--- config.mk ---
export PLATFORM = sky130hd
export DESIGN_NAME = rx_host_buffer_ctrl
export DESIGN_NICKNAME = d
export VERILOG_FILES = /design/src/rtl/uart_pkg.sv /design/src/rtl/rx_fifo_mem.sv /design/src/rtl/rx_host_buffer_ctrl.sv
export SDC_FILE = /design/constraint.sdc
export NUM_CORES = 1
export LEC_CHECK = 0
export BUFFER_PORTS_ARGS = -buffer_cell sky130_fd_sc_hd__buf_4
export CAP_MARGIN = 0
export CORE_UTILIZATION = 55
export DETAILED_ROUTE_END_ITERATION = 6
export PLACE_DENSITY_LB_ADDON = 0.3
export SYNTH_ARGS = -nofsm -noshare
export SYNTH_HDL_FRONTEND = slang
export SYNTH_SLANG_ARGS = --single-unit
--- constraint.sdc ---
create_clock -name clk -period 1.6 [get_ports clk]
set_input_delay 0.08 -clock clk [delete_from_list [all_inputs] [get_ports clk]]
set_output_delay 0.08 -clock clk [all_outputs]
set_load 0.02 [all_outputs]
--- src/rtl/uart_pkg.sv ---
// Shared UART receive-side types: data width, host buffer occupancy states and sticky status.
package uart_pkg;

    localparam int UART_DATA_W = 8;

    typedef enum logic [1:0] {
        EMPTY   = 2'd0,
        PARTIAL = 2'd1,
        FULL    = 2'd2
    } buf_state_t;

    typedef struct packed {
        logic overrun;
        logic framing;
    } rx_status_t;

endpackage

--- src/rtl/rx_fifo_mem.sv ---
// Register-array storage for the receive FIFO: one synchronous write port, one combinational read port.
module rx_fifo_mem #(
    parameter int DATA_W = 8,
    parameter int DEPTH  = 4,
    parameter int AW     = $clog2(DEPTH)
) (
    input  logic              clk,
    input  logic              we,
    input  logic [AW-1:0]     waddr,
    input  logic [DATA_W-1:0] wdata,
    input  logic [AW-1:0]     raddr,
    output logic [DATA_W-1:0] rdata
);

    // Contents are intentionally not reset; occupancy lives in the controller.
    logic [DATA_W-1:0] mem [DEPTH];

    always_ff @(posedge clk) begin
        if (we) begin
            mem[waddr] <= wdata;
        end
    end

    assign rdata = mem[raddr];

endmodule

--- src/rtl/rx_host_buffer_ctrl.sv ---
// Host-side receive buffer controller: captures words strobed by the RCU into a small FIFO,
// sequences host reads and keeps sticky overrun/framing status until the host clears it.
//
//   state   | meaning
//   EMPTY   | no stored words, data_ready low
//   PARTIAL | 1..DEPTH-1 stored words
//   FULL    | DEPTH stored words, further pushes without a pop overrun
module rx_host_buffer_ctrl
    import uart_pkg::*;
#(
    parameter int DATA_W = UART_DATA_W,
    parameter int DEPTH  = 4
) (
    input  logic                     clk,
    input  logic                     n_rst,
    input  logic                     load_buffer,
    input  logic [DATA_W-1:0]        rx_data,
    input  logic                     framing_error,
    input  logic                     data_read,
    input  logic                     clear_errors,
    output logic [DATA_W-1:0]        rx_out,
    output logic                     data_ready,
    output logic                     fifo_full,
    output logic [$clog2(DEPTH):0]   count,
    output logic                     overrun_error,
    output logic                     framing_flag
);

    localparam int AW = $clog2(DEPTH);
    localparam int CW = AW + 1;
    localparam logic [CW-1:0] CNT_ONE     = CW'(1);
    localparam logic [CW-1:0] CNT_DEPTH_1 = CW'(DEPTH - 1);

    logic [AW-1:0]     wr_ptr;
    logic [AW-1:0]     rd_ptr;
    logic [CW-1:0]     cnt;
    buf_state_t        state;
    buf_state_t        state_nxt;
    rx_status_t        status;
    rx_status_t        status_nxt;
    logic              push_req;
    logic              do_push;
    logic              do_pop;
    logic [DATA_W-1:0] head_word;

    assign push_req = load_buffer & ~framing_error;
    assign do_pop   = data_read & (state != EMPTY);
    // A full FIFO still accepts a push when the host frees a slot in the same cycle.
    assign do_push  = push_req & ((state != FULL) | do_pop);

    always_comb begin
        state_nxt = state;
        case (state)
            EMPTY: begin
                if (do_push) state_nxt = PARTIAL;
            end
            PARTIAL: begin
                if (do_pop && !do_push && cnt == CNT_ONE)
                    state_nxt = EMPTY;
                else if (do_push && !do_pop && cnt == CNT_DEPTH_1)
                    state_nxt = FULL;
            end
            FULL: begin
                if (do_pop && !do_push) state_nxt = PARTIAL;
            end
            default: state_nxt = EMPTY;
        endcase
    end

    // Error events take priority over a simultaneous clear.
    always_comb begin
        status_nxt         = status;
        status_nxt.overrun = (status.overrun & ~clear_errors)
                           | (push_req & (state == FULL) & ~do_pop);
        status_nxt.framing = (status.framing & ~clear_errors)
                           | (load_buffer & framing_error);
    end

    always_ff @(posedge clk or negedge n_rst) begin
        if (!n_rst) begin
            wr_ptr <= '0;
            rd_ptr <= '0;
            cnt    <= '0;
            state  <= EMPTY;
            status <= '0;
        end else begin
            state  <= state_nxt;
            status <= status_nxt;
            if (do_push) wr_ptr <= wr_ptr + AW'(1);
            if (do_pop)  rd_ptr <= rd_ptr + AW'(1);
            case ({do_push, do_pop})
                2'b10:   cnt <= cnt + CNT_ONE;
                2'b01:   cnt <= cnt - CNT_ONE;
                default: cnt <= cnt;
            endcase
        end
    end

    rx_fifo_mem #(
        .DATA_W (DATA_W),
        .DEPTH  (DEPTH),
        .AW     (AW)
    ) u_mem (
        .clk   (clk),
        .we    (do_push),
        .waddr (wr_ptr),
        .wdata (rx_data),
        .raddr (rd_ptr),
        .rdata (head_word)
    );

    assign data_ready    = (state != EMPTY);
    assign fifo_full     = (state == FULL);
    assign count         = cnt;
    assign rx_out        = data_ready ? head_word : '0;
    assign overrun_error = status.overrun;
    assign framing_flag  = status.framing;

endmodule

# Yosys cells after proc, flatten, opt, wreduce, memory -nomap -nowiden
# Memory sizes are Yosys's and may differ from the RTL's.
# Cells that the tools add are included.
classes:
  reduce_logical: 10
  bitwise: 14
  addsub: 4
  n_mux: 9
  n_eq_ne: 10
op_table:
  columns: ["operator", "count"]
  rows:
  - ["1-bit AND", 8]
  - ["2-bit 2-to-1 mux", 4]
  - ["8-bit 2-to-1 mux", 1]
  - ["2-bit case mux with 3 select lines", 1]
  - ["3-bit case mux with 2 select lines", 1]
  - ["2-bit by 1-bit adder with 2-bit output, second input constant", 2]
  - ["2-bit by 1-bit == test with 1-bit output, second input constant", 2]
  - ["2-bit == test, second input constant", 2]
  - ["1-bit logical AND", 4]
  - ["2-bit inequality test, second input constant", 2]
  - ["2-bit nonzero test", 2]
  - ["3-bit by 1-bit adder with 3-bit output, second input constant", 1]
  - ["3-bit by 1-bit == test with 1-bit output, second input constant", 1]
  - ["3-bit by 2-bit == test with 1-bit output, second input constant", 1]
  - ["3-bit inequality test, second input constant", 1]
  - ["1-bit inverter", 3]
  - ["1-bit OR", 3]
  - ["3-bit AND reduction", 1]
  - ["3-bit by 1-bit subtractor with 3-bit output, second input constant", 1]
  - ["1-bit zero test", 2]
  - ["2-bit zero test", 1]
  - ["1-bit 2-to-1 mux", 2]
  - ["2-bit by 1-bit inequality test with 1-bit output, second input constant", 1]
word_totals:
  output_inout_bits: 15
  ram_bits: 32
  ff_bits: 11
  mem_count: 1
  input_bits: 14
memory_table:
  columns: ["memory", "words", "word_bits", "read_ports", "rd_ports_with_merged_regs", "wr", "line", "source"]
  rows:
  - ["u_mem.mem", 4, 8, 1, 0, 1, "rx_fifo_mem.sv:16", "logic [DATA_W-1:0] mem [DEPTH];"]

# Longest topological paths before layout
# Gate-level depths: netlist of the first run.
logic_depth:
  word_depth: 9
  mapped_depth: 5
  mapped_depth_nobuf: 5

# By module
# From an unflattened synthesis of the first run, not the netlist that was laid out.
unflattened:
  hier_cells: 112
  area_unflattened_um2: 1820.5
modules_own_cells:
  columns: ["mod", "instances", "area_each_um2", "seq_area_each_um2", "cells_each"]
  rows:
  - ["rx_fifo_mem", 1, 1188.6, 960.9, 46]
  - ["rx_host_buffer_ctrl", 1, 631.9, 275.3, 66]

# Worst setup path before layout of the first run
# Ideal clock, no wire load.
synth_timing:
  kind: "register to register"
  startpoint: "register state[0]"
  endpoint: "memory u_mem.mem[2][0] (enable)"
  t_arrival_ns: 1.109
  slack_ns: 0.159
  path_stages_with_launch: 5
  required_ns: 1.268
  setup_ns: 0.332
  synth_period_minus_slack_ns: 1.441
  n_path_buf: 0
  path_cell_list: "dfrtp_1 -> nand2b_2 -> nor2_1 -> nor2_2 -> and2_1"
synth_via:
  elab_chain_len: 6
  elab_cells_between_ends: 7
  cone_classes: "eq/ne: 1; mux: 2; bitwise: 3; reduce/logical: 1"
synth_lines:
  columns: ["element", "line", "source"]
  rows:
  - ["start: declaration", "rx_host_buffer_ctrl.sv:37", "buf_state_t state;"]
  - ["start signal: assignment", "rx_host_buffer_ctrl.sv:87", "state <= state_nxt;"]
  - ["2-bit nonzero test", "rx_host_buffer_ctrl.sv:47", "assign do_pop = data_read & (state != EMPTY);"]
  - ["1-bit AND", "rx_host_buffer_ctrl.sv:47", null]
  - ["1-bit OR (*)", "rx_host_buffer_ctrl.sv:49", "assign do_push = push_req & ((state != FULL) | do_pop);"]
  - ["1-bit AND (*)", "rx_host_buffer_ctrl.sv:49", null]
  - ["1-bit 2-to-1 mux (*)", "rx_fifo_mem.sv:19", "if (we) begin"]
  - ["1-bit 2-to-1 mux (not written as such) (*)", "rx_fifo_mem.sv:20", "mem[waddr] <= wdata;"]
  - ["end: declaration", "rx_fifo_mem.sv:16", null]
# Every way passes the cells marked *; elsewhere a longest branch is shown, timed or not.

# Final worst setup path of the first run
layout_timing:
  startpoint: "register rd_ptr[0]"
  endpoint: "output port rx_out[1]"
layout_via:
  elab_chain_len: 2
layout_lines:
  columns: ["element", "line", "source"]
  rows:
  - ["start: declaration", "rx_host_buffer_ctrl.sv:35", "logic [AW-1:0] rd_ptr;"]
  - ["start signal: assignment", "rx_host_buffer_ctrl.sv:90", "if (do_pop) rd_ptr <= rd_ptr + AW'(1);"]
  - ["memory read 4 x 8 bit", null, null]
  - ["8-bit 2-to-1 mux", "rx_host_buffer_ctrl.sv:115", "assign rx_out = data_ready ? head_word : '0;"]
  - ["end: declaration", "rx_host_buffer_ctrl.sv:21", "output logic [DATA_W-1:0] rx_out,"]
# Every way passes these cells.

==> metrics.md, run 1 <==
| Metric | Value |
|---|---|
| Drt total wl | `3690 microns` |
| Post-synthesis cell type count | `31` |
| Crit Path Class | `register to primary output` |
| Most common flop cell mapped by yosys | `edfxtp_1` |
| Core Region | `3150 sq um` |
| Filler cells | `189` |
| Final Total Pwr | `0.00388 W` |
| Starting Density | `0.597` |
| Count leader, synth | `edfxtp_1` |
| Hold Crit Class | `input port to register` |
| Drt first pass iters | `5` |
| First-pass GRT wire length | `5750 microns` |
| Clock Latency Late Sink | `340 ps` |
| Vias/cell | `5.33` |
| Unrepaired setup endpoints after global routing | `yes` |
| Power Density | `1580 nW/um^2` |
| EDFF count, synth | `32` |
| Yosys top cell by area | `edfxtp_1` |
| H-tree depth | `2` |
| Grt total ovfl | `0` |
| DRT iter0 DRCs | `78` |
| Final WS setup | `-155 ps` |
| Number of remaining DRC errors | `0` |
| PortBufs | `28` |
| Hold Fails Final Rpt | `0` |
| WHS | `28.6 ps` |
| GPL Wtd Cong | `0.741` |
| Final clock skew | `17.3 ps` |
| Leakage Power | `0.973 nW` |
| Max Fanout on Critical Path | `4` |
| TritonCTS buffer count | `5` |
| Crit path DAT | `1680 ps` |
| Syn_nets | `139` |
| Share of the synthesized area in the top cell type | `0.510` |
| Die height | `60.5 microns` |
| Slew Limit Fails | `0` |
| Async S/R FF share, synth | `0.256` |
| Initial antenna violation count | `0` |
| Worst path required time | `1520 ps` |
| Synth Cell Area | `1880 sq um` |
| Ys Warns | `0` |
| Clock-pin slew on the worst setup and hold paths | `120 ps` |
| Post-synthesis sequential area ratio | `0.656` |
| # IOs | `29` |
| Highest Clock Rate | `570 MHz` |
| Final Util | `0.780` |
| GRT Overall Usage | `0.228` |
| Largest net degree at the start of global routing | `15` |
| Number of core rows | `20` |
| Slew @ Worst Pin | `406 ps` |
| Die area | `3660 sq um` |
| FF+latch count, synth | `43` |
| Post-layout min period | `1760 ps` |
| DIE WIDTH | `60.5 microns` |
| Cell Area, Placed | `2190 sq um` |
| Clk root buf | `clkbuf_4` |
| Total of max-cap violations | `0` |
| Sink Count | `43` |
| Avg Inst Size Synth | `16.1 sq um` |
| Most frequent cells after synthesis | `32 x edfxtp_1, 12 x and2_1, 11 x dfrtp_1` |
| Tcrit/Tclk final | `1.10` |
| Worst slew margin | `0.729` |
| Routed length per instance | `17.3 microns` |
| Detailed Place HPWL | `2440 microns` |
| Cell count after synthesis | `117` |
| N_diodes | `0` |
| Worst VDD drop | `920 uV` |
| Vias in the first global route | `1185` |
| Status | `complete, but fails checks` |
| Vias | `1135` |
| # nets final | `190` |
| DP Worst Slack | `19.9 ps` |
| CTS tree | `built` |
| Post-DRT Antenna Nets | `0` |
| Startpoint types | `register` |
| Failing checks | `negative setup slack` |
| Share of cells above drive strength 1 | `0.408` |
| Setup Viol. Count Final | `8` |
| Design area | `2460 sq um` |
| Bufs on Longest Clock Path | `2` |
| Worst setup EP type | `primary output` |
| Ranking of synthesized cells by area | `edfxtp_1 51%, dfrtp_1 15%, mux4_2 9.6%` |
| Area grow syn2layout | `30.6%` |
registers in the layout, summed over array words and instances, names as in the netlist:
name and count:
count 3, u_mem.mem 32, state 2, wr_ptr 2
framing_flag 1, overrun_error 1, rd_ptr 2
final timing paths:
path | start | end | slack (ps) | cells after the start
max | rd_ptr[0] | rx_out[1] | -160 | 4
min | data_read | state[1] | 30 | 2
max reg2reg | state[1] | u_mem.mem[0][7] | 150 | 5
min reg2reg | overrun_error | overrun_error | 570 | 2
max in group asynchronous | n_rst | rd_ptr[0] | 1330 | 2
min in group asynchronous | n_rst | framing_flag | 100 | 2
layout make-up:
type / instances / area (sq um) / area share
Inverter: 8 / 30.0 / 0.0122
Clock buffer: 5 / 37.5 / 0.0153
Tap cell: 44 / 55.1 / 0.0224
Timing Repair Buffer: 48 / 450 / 0.183
Clock inverter: 3 / 20.0 / 0.00814
Sequential cell: 43 / 1240 / 0.503
Multi-Input combinational cell: 62 / 628 / 0.255
metal layers:
layer	global-route usage	vias up	routed length (microns)
li1	-	532	-
met1	0.319	552	1610
met2	0.361	45	1830
met3	0.0576	6	211
met4	0.0584	0	34
met5	0	-	0
critical path: stages, from the launching register on:
cell,delay [ps]
dfrtp_2,430
clkbuf_16,150
mux4_2,490
and2_4,160
buf_6,120
kinds of logic (layout without fill, tap and decap cells):
logic type      after synthesis  in the layout  synth area share
simple gates                 28             28            0.0857
mux                           9              9             0.102
fa+ha+maj                     8              8            0.0532
buf+inv                      12             64            0.0246
xor+xnor                      4              4            0.0186
flops                        43             43             0.656
compound gates               13             13            0.0598
power by group:
group          internal (W)  switching [W]
Sequential          0.00139       0.000162
Combinational       0.00102       0.000790
Clock              0.000168       0.000349
Total               0.00258        0.00130
stage by stage:
stage | TNS [ps] | std cells
after detailed placement | 0 | 191
after global routing | -1630 | 213
after global placement | 0 | 191
after CTS | -1370 | 213
final | -1160 | 213
after floorplan | 0 | 117
layout by cell type, fill, tap and decap left out, types with 2 or more instances in the layout:
cell | synthesis | final
a21oi_1 | 3 | 3
and2_1 | 12 | 2
and2_2 | 0 | 2
and2_4 | 0 | 8
buf_4 | 0 | 26
buf_6 | 0 | 8
clkbuf_4 | 0 | 5
clkinvlp_4 | 0 | 2
dfrtp_1 | 11 | 10
dlygate4sd3_1 | 0 | 12
edfxtp_1 | 32 | 32
ha_1 | 8 | 8
inv_1 | 7 | 7
mux4_2 | 8 | 8
nand2_1 | 6 | 6
nor2_1 | 2 | 2
nor2b_1 | 2 | 2
xnor2_1 | 4 | 4
timing repair:
item / 4_1_cts / 5_1_grt
hold buffers: 12 / 0
gates resized for setup: 18 / 4
setup buffers: 1 / 0
pin swaps: 8 / 0
setup endpoints to repair: 8 / 35
gates cloned: 1 / 0
hold endpoints to repair: 45 / 0
Power figures use the tool's default switching activity.
==> run 2, diff against run 1 <==
--- a/config.mk
+++ b/config.mk
@@ -7,6 +7,7 @@
 export LEC_CHECK = 0
 export BUFFER_PORTS_ARGS = -buffer_cell sky130_fd_sc_hd__buf_4
 export CAP_MARGIN = 0
+export CORE_ASPECT_RATIO = 0.9
 export CORE_UTILIZATION = 55
 export DETAILED_ROUTE_END_ITERATION = 6
 export PLACE_DENSITY_LB_ADDON = 0.3
==> constraint.sdc (replaced) <==
create_clock -name clk -period 1.6 [get_ports clk]
set_input_delay 0.08 -clock clk [delete_from_list [all_inputs] [get_ports clk]]
set_output_delay 0.08 -clock clk [all_outputs]
set_load 0.005 [all_outputs]
==> run 2 against run 1 <==
Compared with the run above:
- the flow still finishes with violations (negative setup slack)
- fmax rose by 6.3%
- clock power up 21%
- critical path depth stayed put
- wire length down 11%
- cell count decreased by 1.9%
- die area about the same
- first-iteration DRC count decreased by 26%
- clock-buffer cell count stayed put
- setup slack improved by 100 ps
- clock skew fell by 9.7 ps
- via count fell by 4.0%
- non-clock buffer count is 1 lower
- largest power group is now registers
==> metrics.md, run 2 (synthesis gave the netlist of run 1 again) <==
| Metric | Value |
|---|---|
| Status | `complete, but fails checks (unchanged)` |
| Failing checks | `negative setup slack (unchanged)` |
| Clock-pin slew on the worst setup and hold paths | `70 ps (was 120 ps)` |
| N_diodes | `0 (unchanged)` |
| Drt total wl | `3300 microns (was 3690 microns)` |
| Core Region | `3160 sq um (was 3150 sq um)` |
| Share of cells above drive strength 1 | `0.383 (was 0.408)` |
| Hold Crit Class | `input port to register (unchanged)` |
| Slew Limit Fails | `0 (unchanged)` |
| CP most frequent cell | `buf_6` |
| Die height | `57.5 microns (was 60.5 microns)` |
| DIE WIDTH | `63.7 microns (was 60.5 microns)` |
| Initial antenna violation count | `0 (unchanged)` |
| First-pass GRT wire length | `5350 microns (was 5750 microns)` |
| Tcrit/Tclk final | `1.03 (was 1.10)` |
| Crit path DAT | `1570 ps (was 1680 ps)` |
| DRT iter0 DRCs | `58 (was 78)` |
| Largest Register | `u_mem.mem (unchanged)` |
| Vias/cell | `5.22 (was 5.33)` |
| PortBufs | `28 (unchanged)` |
| Max Fanout on Critical Path | `4 (unchanged)` |
| Bufs on Longest Clock Path | `2 (unchanged)` |
| Final clock skew | `7.56 ps (was 17.3 ps)` |
| Commonest non-fill, non-tap cell in the layout | `edfxtp_1 (unchanged)` |
| Drt first pass iters | `4 (was 5)` |
| Crit Path Class | `register to primary output (unchanged)` |
| Worst slew margin | `0.744 (was 0.729)` |
| Highest Clock Rate | `606 MHz (was 570 MHz)` |
| # nets final | `189 (was 190)` |
| Worst path required time | `1520 ps (about the same)` |
| CTS tree | `built (unchanged)` |
| Number of remaining DRC errors | `0 (unchanged)` |
| Hold Fails Final Rpt | `0 (unchanged)` |
| Clk root buf | `clkbuf_8 (was clkbuf_4)` |
| Detailed Place HPWL | `2350 microns (was 2440 microns)` |
| Leakage Power | `0.967 nW (was 0.973 nW)` |
| GRT Overall Usage | `0.207 (was 0.228)` |
| Largest net degree at the start of global routing | `13 (was 15)` |
| Area grow syn2layout | `28.3% (was 30.6%)` |
| Number of core rows | `19 (was 20)` |
| WHS | `18.1 ps (was 28.6 ps)` |
| Grt total ovfl | `0 (unchanged)` |
| TritonCTS buffer count | `5 (unchanged)` |
| Unrepaired setup endpoints after global routing | `yes (unchanged)` |
| # IOs | `29 (unchanged)` |
| Post-layout min period | `1650 ps (was 1760 ps)` |
| Worst VDD drop | `880 uV (was 920 uV)` |
| Crit-path max cell delay | `510 ps (was 490 ps)` |
| Post-DRT Antenna Nets | `0 (unchanged)` |
| Startpoint types | `register (unchanged)` |
| Hold Path Origin | `framing_error (was data_read)` |
| Routed length per instance | `15.8 microns (was 17.3 microns)` |
| CP Cell Sequence | `buf_6, mux4_2, and2_4, buf_6 (was clkbuf_16, mux4_2, and2_4, buf_6)` |
| H-tree depth | `2 (unchanged)` |
| CP max stage cell | `mux4_2 (unchanged)` |
| CP startpoint | `rd_ptr[0] (unchanged)` |
| DP Worst Slack | `60.4 ps (was 19.9 ps)` |
| Slew @ Worst Pin | `384 ps (was 406 ps)` |
| GPL Wtd Cong | `0.942 (was 0.741)` |
| Reg2reg start | `state[1] (unchanged)` |
| Total of max-cap violations | `0 (unchanged)` |
| Die area | `3660 sq um (about the same)` |
| Final WS setup | `-50.9 ps (was -155 ps)` |
| Worst setup EP type | `primary output (unchanged)` |
| Most frequent cells in the layout | `32 x edfxtp_1, 30 x buf_4, 11 x dfrtp_1 (was 32 x edfxtp_1, 26 x buf_4, 12 x dlygate4sd3_1)` |
| Setup Viol. Count Final | `8 (unchanged)` |
| Clock Latency Late Sink | `290 ps (was 340 ps)` |
| Sink Count | `43 (unchanged)` |
| Max reg flops | `32 (unchanged)` |
| Vias | `1090 (was 1135)` |
| Vias in the first global route | `1076 (was 1185)` |
| Power Density | `1480 nW/um^2 (was 1580 nW/um^2)` |
| Starting Density | `0.596 (was 0.597)` |
==> run 2: cell count changes in the layout (fill, tap and decap cells not counted), sizes merged <==
cell	delta
dlygate4sd3	-2
buf	+2
clkinv	+1
clkbuf	-1
clkinvlp	-2
==> run 2: cell type report <==
| class | instances | area [sq um] |
|---|---|---|
| inverter | 8 | 30.0 |
| timing repair buffer | 47 | 404 |
| tap | 42 | 52.6 |
| clock inverter | 2 | 8.76 |
| fill | 190 | 746 |
| sequential | 43 | 1240 |
| clock buffer | 5 | 68.8 |
| multi-input combinational | 62 | 616 |
==> run 2: what timing repair did <==
item / CTS / global route
gates resized for setup: 10 / 4
endpoints found under the setup margin: 8 / 24
endpoints found under the hold margin: 45 / 0
pin swaps: 8 / 0
buffers inserted: 1 / 0
hold buffers: 10 / 0
==> run 2: critical path, delay by kind of cell, from the launching register on <==
kind	cells	cell delay, ps
AND/OR/NAND/NOR	1	160
multiplexers	1	510
flip-flops	1	380
buffers and inverters	2	240
==> run 2: layer usage <==
layer | wire [microns] | track usage | vias to the layer above
li1 | - | - | 529
met1 | 1500 | 0.276 | 538
met2 | 1690 | 0.327 | 19
met3 | 76 | 0.0420 | 4
met4 | 29 | 0.104 | 0
met5 | 0 | 0 | -
==> run 2: path summary, 6_finish.rpt <==
kind | to | slack, ps | depth (start not counted)
worst max-delay path | rx_out[3] | -50 | 4
worst min register to register | framing_flag | 530 | 2
worst min-delay path | framing_flag | 20 | 3
max in group asynchronous | count[1] | 1290 | 2
min in group asynchronous | rd_ptr[1] | 160 | 2
worst max register to register | u_mem.mem[1][4] | 170 | 5
==> run 2: per-stage QoR <==
| step | setup TNS [ps] | area, sq um | util | total power, W | cells |
|---|---|---|---|---|---|
| detailed placement | 0 | 2190 | 0.693 | 0.00282 | 191 |
| global placement | 0 | 2190 | 0.693 | 0.00276 | 191 |
| CTS | -463 | 2410 | 0.761 | 0.00360 | 209 |
| floorplan | 0 | 1880 | - | 0.00228 | 117 |
| global route | -824 | 2420 | 0.764 | 0.00380 | 209 |
| finish | -299 | 2420 | 0.764 | 0.00359 | 209 |
==> run 2: power by group <==
part | switching [W] | internal (W) | leakage, nW | total [W]
clock network | 0.000333 | 0.000290 | 0.0414 | 0.000623
registers | 0.000143 | 0.00139 | 0.421 | 0.00154
logic | 0.000540 | 0.000886 | 0.504 | 0.00143
